$ cat src/rtl/data_mem_banked.sv
// rtl/data_mem_banked.sv - single-port data memory with byte enables, registered read and reset-time clear
// A CLEAR/IDLE sequencer zeroes the array after reset; requests are accepted only while idle.
module data_mem_banked #(
  parameter int    DATA_W         = 16,
  parameter int    ADDR_W         = 16,
  parameter int    DEPTH          = 8,
  parameter string INIT_FILE      = "",
  parameter int    CLEAR_ON_RESET = 1
) (
  input  logic                  clk,
  input  logic                  rst_n,
  input  logic                  mem_req,
  input  logic                  mem_we,
  input  logic [ADDR_W-1:0]     mem_addr,
  input  logic [DATA_W-1:0]     mem_wdata,
  input  logic [DATA_W/8-1:0]   mem_be,
  output logic                  mem_ready,
  output logic                  mem_rvalid,
  output logic [DATA_W-1:0]     mem_rdata,
  output logic                  mem_err,
  output logic                  mem_busy
);

  localparam int IDX_W = $clog2(DEPTH);
  localparam int BE_W  = DATA_W / 8;

  typedef enum logic {S_CLEAR, S_IDLE} state_e;
  localparam state_e RESET_STATE = (CLEAR_ON_RESET != 0) ? S_CLEAR : S_IDLE;

  state_e            state_q, state_d;
  logic [IDX_W-1:0]  cnt_q, cnt_d;
  logic              ready_q, ready_d;
  logic              busy_q, busy_d;
  logic              rvalid_q, err_q;
  logic [DATA_W-1:0] rdata_q;
  logic [DATA_W-1:0] mem_q [DEPTH];

  logic              accept, in_range, clr_en;
  logic [IDX_W-1:0]  idx;

  assign accept   = mem_req && ready_q;
  assign in_range = {1'b0, mem_addr} < (ADDR_W+1)'(DEPTH);
  assign idx      = mem_addr[IDX_W-1:0];

  always_ff @(posedge clk or negedge rst_n) begin
    if (!rst_n) begin
      state_q <= RESET_STATE;
      cnt_q   <= '0;
    end else begin
      state_q <= state_d;
      cnt_q   <= cnt_d;
    end
  end

  always_comb begin
    state_d = state_q;
    cnt_d   = cnt_q;
    clr_en  = 1'b0;
    case (state_q)
      S_CLEAR: begin
        // Gated by rst_n so holding reset never disturbs the array.
        clr_en = rst_n;
        cnt_d  = cnt_q + 1'b1;
        if (cnt_q == IDX_W'(DEPTH - 1)) begin
          state_d = S_IDLE;
          cnt_d   = '0;
        end
      end
      default: ;
    endcase
    ready_d = (state_d == S_IDLE);
    busy_d  = (state_d == S_CLEAR);
  end

  always_ff @(posedge clk or negedge rst_n) begin
    if (!rst_n) begin
      ready_q  <= 1'b0;
      busy_q   <= (CLEAR_ON_RESET != 0);
      rvalid_q <= 1'b0;
      err_q    <= 1'b0;
      rdata_q  <= '0;
    end else begin
      ready_q  <= ready_d;
      busy_q   <= busy_d;
      rvalid_q <= accept && !mem_we;
      err_q    <= accept && !in_range;
      if (accept && !mem_we) begin
        rdata_q <= in_range ? mem_q[idx] : '0;
      end
    end
  end

  always_ff @(posedge clk) begin
    if (clr_en) begin
      mem_q[cnt_q] <= '0;
    end else if (accept && mem_we && in_range) begin
      for (int i = 0; i < BE_W; i++) begin
        if (mem_be[i]) begin
          mem_q[idx][8*i +: 8] <= mem_wdata[8*i +: 8];
        end
      end
    end
  end

  assign mem_ready  = ready_q;
  assign mem_busy   = busy_q;
  assign mem_rvalid = rvalid_q;
  assign mem_rdata  = rdata_q;
  assign mem_err    = err_q;

endmodule

$ cat config.mk
export PLATFORM = sky130hd
export DESIGN_NAME = data_mem_banked
export DESIGN_NICKNAME = d
export VERILOG_FILES = /design/src/rtl/data_mem_banked.sv
export SDC_FILE = /design/constraint.sdc
export NUM_CORES = 1
export LEC_CHECK = 0
export ABC_AREA = 0
export CAP_MARGIN = 20
export CORE_MARGIN = 10
export CORE_UTILIZATION = 30
export DETAILED_ROUTE_END_ITERATION = 6
export SLEW_MARGIN = 20
export SYNTH_ARGS = -nofsm -noshare
export SYNTH_HDL_FRONTEND = slang
export SYNTH_SLANG_ARGS = --single-unit
$ cat constraint.sdc
create_clock -name clk -period 2.7 [get_ports clk]
set_input_delay 0.54 -clock clk [delete_from_list [all_inputs] [get_ports clk]]
set_output_delay 0.54 -clock clk [all_outputs]
set_load 0.01 [all_outputs]
# Word-level counts from Yosys, hierarchy flattened
# Memory sizes are Yosys's and may differ from the RTL's.
# Cells that the tools add are included.
# classes
n_addsub	1
order_cmp	1
eq_ne	1
mux	18
bitwise	1
reduce_logical	8
# op_table
cell	count
$mux W16	2
$lt A16 B4 Y1 const B	1
$reduce_or A16 Y1	1
$mux W1	13
$mux W3	2
$logic_and A1 B1 Y1	5
$add A3 B1 Y3 const B	1
$eq A3 B3 Y1 const B	1
$logic_not A1 Y1	2
$mux W2	1
$not A1 Y1	1
# word_totals
regBits	23
ram_bits	128
out_inout_bits	20
elab_cells	37
memories	1
# memory_table
name	words	width	rd	rd_clocked_by_memory_dff	write_ports	line_no	text
mem_q	8	16	1	0	1	36	logic [DATA_W-1:0] mem_q [DEPTH];

# Longest topological paths before layout
# logic_depth
word_depth	8
depth_mapped	7
mapped_depth_nobuf	5

# Worst setup path after synthesis
# OpenSTA, ideal clock, no wires.
# synth_path
path_kind	in2reg
from	input port mem_addr[8]
to	memory mem_q[7][10] (enable)
setup_ps	370
arrival_time_ps	2053
required_ps	2330
path_slack_ps	277
path_stages	5
n_path_buf	0
path_cell_list	nor4_4 nand4_2 nor3_4 mux2_2 nor2_1
# synth_between
elab_chain_cells	7
# synth_rtl
item	line_no	text
from (decl)	14	input logic [ADDR_W-1:0] mem_addr,
$lt A16 B4 Y1 *	42	assign in_range = {1'b0, mem_addr} < (ADDR_W+1)'(DEPTH);
$logic_and A1 B1 Y1 *	96	end else if (accept && mem_we && in_range) begin
$mux W1	96	
$mux W1	94	if (clr_en) begin
$mux W1 (not written as such)	99	mem_q[idx][8*i +: 8] <= mem_wdata[8*i +: 8];
$reduce_or A16 Y1 (no line)	n/a	
$mux W3 (no line) or $mux W2 (tied branches)	n/a	
to (decl)	36	
# Every way passes the cells marked *; elsewhere a longest branch is shown, timed or not.

# Worst setup path after layout
# layout_path
from	input port mem_addr[10]
to	memory mem_q[5][8] (enable)
# The elaborated chain is that of the path after synthesis.

==> impl_metrics.py <==
metrics = {
    "die": {
        "die-area_mm2": 0.0267,
        "dieHeight_um": 163,
        "start_util": 0.305,
        "die_w_um": 163,
        "io_pins": 58,
        "core_area_mm2": 0.0202,
        "rows": 52,
    },
    "placement": {
        "gp_congestion": 0.773,
        "postPlaceCellArea_mm2": 0.00709,
        "portBuffers": 57,
        "placed_cells": 666,
        "place_hpwl_um": 8770,
    },
    "route": {
        "first_iter_violations": 232,
        "routedWlPerCell_um": 18.2,
        "via_count": 3181,
        "antenna_left": 0,
        "first_pass_iters": 4,
        "drc": 0,
        "routed_via_density": 4.56,
        "drt-total-wl_um": 12700,
    },
    "clocking": {
        "htreeDepth": 4,
        "max-clock-path-buffers": 2,
        "path_clk_slew_ns": 0.06,
        "hold_buffers": 0,
        "cts_tree": "done",
        "cts_inserted_buffers": 17,
        "clk_latency_ns": 0.42,
        "cts.sinks": 151,
        "clockRootBuffer": "clkbuf_16",
    },
    "sta": {
        "fin_skew_ns": 0.00617,
        "worstMarginPinSlew_ns": 0.914,
        "finalCritPeriodShare": 0.970,
        "setup_viol": 0,
        "min_period_ns": 2.62,
        "fin_setup_tns_ns": 0,
        "max_slew_margin": 0.388,
        "hold_violations": 0,
        "rsz0062_at_grt": "true",
        "clock.fmax_mhz": 382,
        "drv_slew": 0,
    },
    "worst_setup_path": {
        "required_ns": 2.74,
        "cp_slowest_stage_delay_ns": 0.78,
        "crit_top_cell": "nor2_1",
        "cp-end-kind": "register",
        "cp_cell_sequence": "clkdlybuf4s50_1 > nor4_4 > nand4_2 > nor2_1 > a21oi_1 > nor2_1",
        "arrival_ns": 2.66,
        "path_max_fanout": 8,
        "regToRegSetupSlack_ns": 0.59,
        "r2r-end": "mem_q[5][8]",
        "path_class": "in -> reg",
        "rr_startpoint": "mem_ready",
        "slowest_stage": "nor2_1",
        "crit_path_start_kind": "input port",
        "ff2ff_path_depth": 5,
    },
    "logic_synthesis": {
        "synth_top_area_cell": "edfxtp_1",
        "ys_ff_latch": 151,
        "syn-num-nets": 376,
        "synth_cell_type_count": 33,
        "syn_area_per_cell_um2": 18.4,
        "synth_warnings": 0,
        "synth_edf_count": 128,
        "synth_flop_cell": "edfxtp_1",
        "ys_top_cells_by_area": "edfxtp_1 (62%), mux4_2 (12%), dfrtp_1 (8.9%), mux2i_1 (3.7%), nor2_1 (1.5%)",
        "synth_top_area_frac": 0.623,
        "syn_inst": 336,
        "async_reset_ff_frac": 0.152,
        "netlist_area_mm2": 0.00617,
        "synth-seq-area-share": 0.717,
    },
    "min_path": {
        "min_path_type": "reg -> reg",
        "hp-start": "mem_rdata[12]",
        "holdPathStages": 2,
        "min_to": "mem_rdata[12]",
    },
    "job": {
        "maxCapViolCount": 0,
    },
    "pwr": {
        "swShare": 0.185,
        "power.density_mw_per_mm2": 656,
        "seqPwrFrac": 0.493,
        "power.switching_uw": 940,
        "p_int_uw": 4130,
        "power_frac_comb": 0.035,
        "power_uw": 5070,
        "power_leakage_uw": 0.00289,
        "irDropWorstVdd_v": 0.000321,
        "clkPwrFrac": 0.472,
    },
    "global_routing": {
        "grt_max_degree": 24,
        "grt-ovfl-total": 0,
        "grt_usage": 0.103,
        "antenna_found_initial": 0,
        "grt_pass1_vias": 3441,
        "grt_pass1_wl_um": 20400,
    },
    "final_layout": {
        "diodes": 0,
        "drive_gt1_frac": 0.255,
        "nets": 455,
        "postLayoutCoreUtil": 0.382,
        "final_cell_count_no_fill": 698,
        "fin_area_mm2": 0.00773,
        "fill_cells": 1865,
        "area_delta_synth_final_pct": 25.3,
    },
    "status": {
        "outcome": "complete, no violations",
    },
}
==> area by class of cell <==
type,instances,area [um2],area share
Clock buffer,24,483,0.0625
Clock inverter,8,121,0.0157
Inverter,2,7.51,0.000972
Multi-Input combinational cell,164,1610,0.208
Sequential cell,151,4420,0.572
Tap cell,270,338,0.0437
Timing Repair Buffer,79,751,0.0972
==> cell families (layout without fill, tap and decap cells) <==
logic type / after synthesis / in the layout / share of synthesized area
flip-flops: 151 / 151 / 0.717
AND/OR/NAND/NOR: 85 / 85 / 0.0773
adder cells (fa/ha/maj): 2 / 2 / 0.00406
multiplexers: 58 / 58 / 0.160
AO/OA/AOI/OAI: 19 / 19 / 0.0154
buffers and inverters: 21 / 113 / 0.0270
==> critical path, delay by kind of cell <==
kind	cells	cell delay, ns
AOI/OAI and AO/OA	1	0.24
and+or+nand+nor	4	1.41
buffers and inverters	1	0.46
==> cell usage in the layout, fill, tap and decap left out, types with 2 or more instances in the layout <==
master and instances:
nand3_1 3, mux4_2 32, ha_1 2, and2_1 10, nor2_1 14, nor3b_1 6
buf_4 19, edfxtp_1 128, bufinv_16 3, clkdlybuf4s50_1 56, and3b_1 2, nand2_1 23
clkbuf_16 18, and2_2 6, nor2_2 10, buf_6 2, o21ai_0 16, nor3_1 3
a21oi_1 2, mux2i_1 23, dfrtp_1 22, clkbuf_1 5, clkinv_2 3, nor4_4 2
mux2_2 3
==> worst max path at each step <==
stage | start | to | slack [ns] | depth (start not counted)
after floorplan | mem_addr[8] | mem_q[7][10] | 0.28 | 5
after global placement | mem_addr[8] | mem_q[1][7] | -0.39 | 7
after detailed placement | mem_addr[10] | mem_q[2][5] | -0.54 | 7
after CTS | mem_addr[10] | mem_q[5][1] | 0.02 | 7
after global routing | mem_addr[10] | mem_q[6][14] | -0.09 | 6
final | mem_addr[10] | mem_q[5][8] | 0.08 | 6
==> cells in the mapped netlist, types with 3 or more instances <==
master    instances
nor3b_1           6
buf_2             4
dfrtp_1          22
nand3_1           3
mux4_2           32
o21ai_0          16
nor2_1           24
and2_2            6
and2_1           10
clkbuf_8          3
mux2i_1          23
mux2_2            3
clkbuf_1          7
nand2_1          23
nor3_1            3
edfxtp_1        128
buf_6             3
==> stage by stage <==
step / setup WS (ns) / hold slack [ns]
6_report: 0.0813 / 0.480
3_5_place_dp: -0.538 / 0.476
5_1_grt: -0.0871 / 0.509
4_1_cts: 0.0183 / 0.492
2_1_floorplan: 0.277 / 0.244
3_3_place_gp: -0.386 / 0.471
==> sequential cells by signal, summed over array words and instances, names as in the netlist <==
name        count
mem_rvalid      1
mem_err         1
mem_rdata      16
mem_busy        1
cnt_q           3
mem_q         128
mem_ready       1
==> per-layer routing <==
layer | part of all wire | vias up | track usage
met4 | 0.016 | 0 | 0.0393
met2 | 0.48 | 79 | 0.159
met5 | 0 | - | 0
met3 | 0.064 | 16 | 0.0320
met1 | 0.44 | 1627 | 0.132
li1 | - | 1459 | -
==> timing repair <==
item,4_1_cts,5_1_grt
gates resized for setup,3,9
setup endpoints to repair,24,96
setup buffers,0,0
pin swaps,0,1
==> power groups by stage <==
stage | combinational [uW] | clock (uW) | sequential (uW)
floorplan | 82.7 | 0 | 2550
global placement | 179 | 0 | 2550
detailed placement | 181 | 0 | 2550
CTS | 182 | 2440 | 2500
global route | 192 | 2530 | 2500
finish | 177 | 2390 | 2500
(Power assumes the default switching activity.)
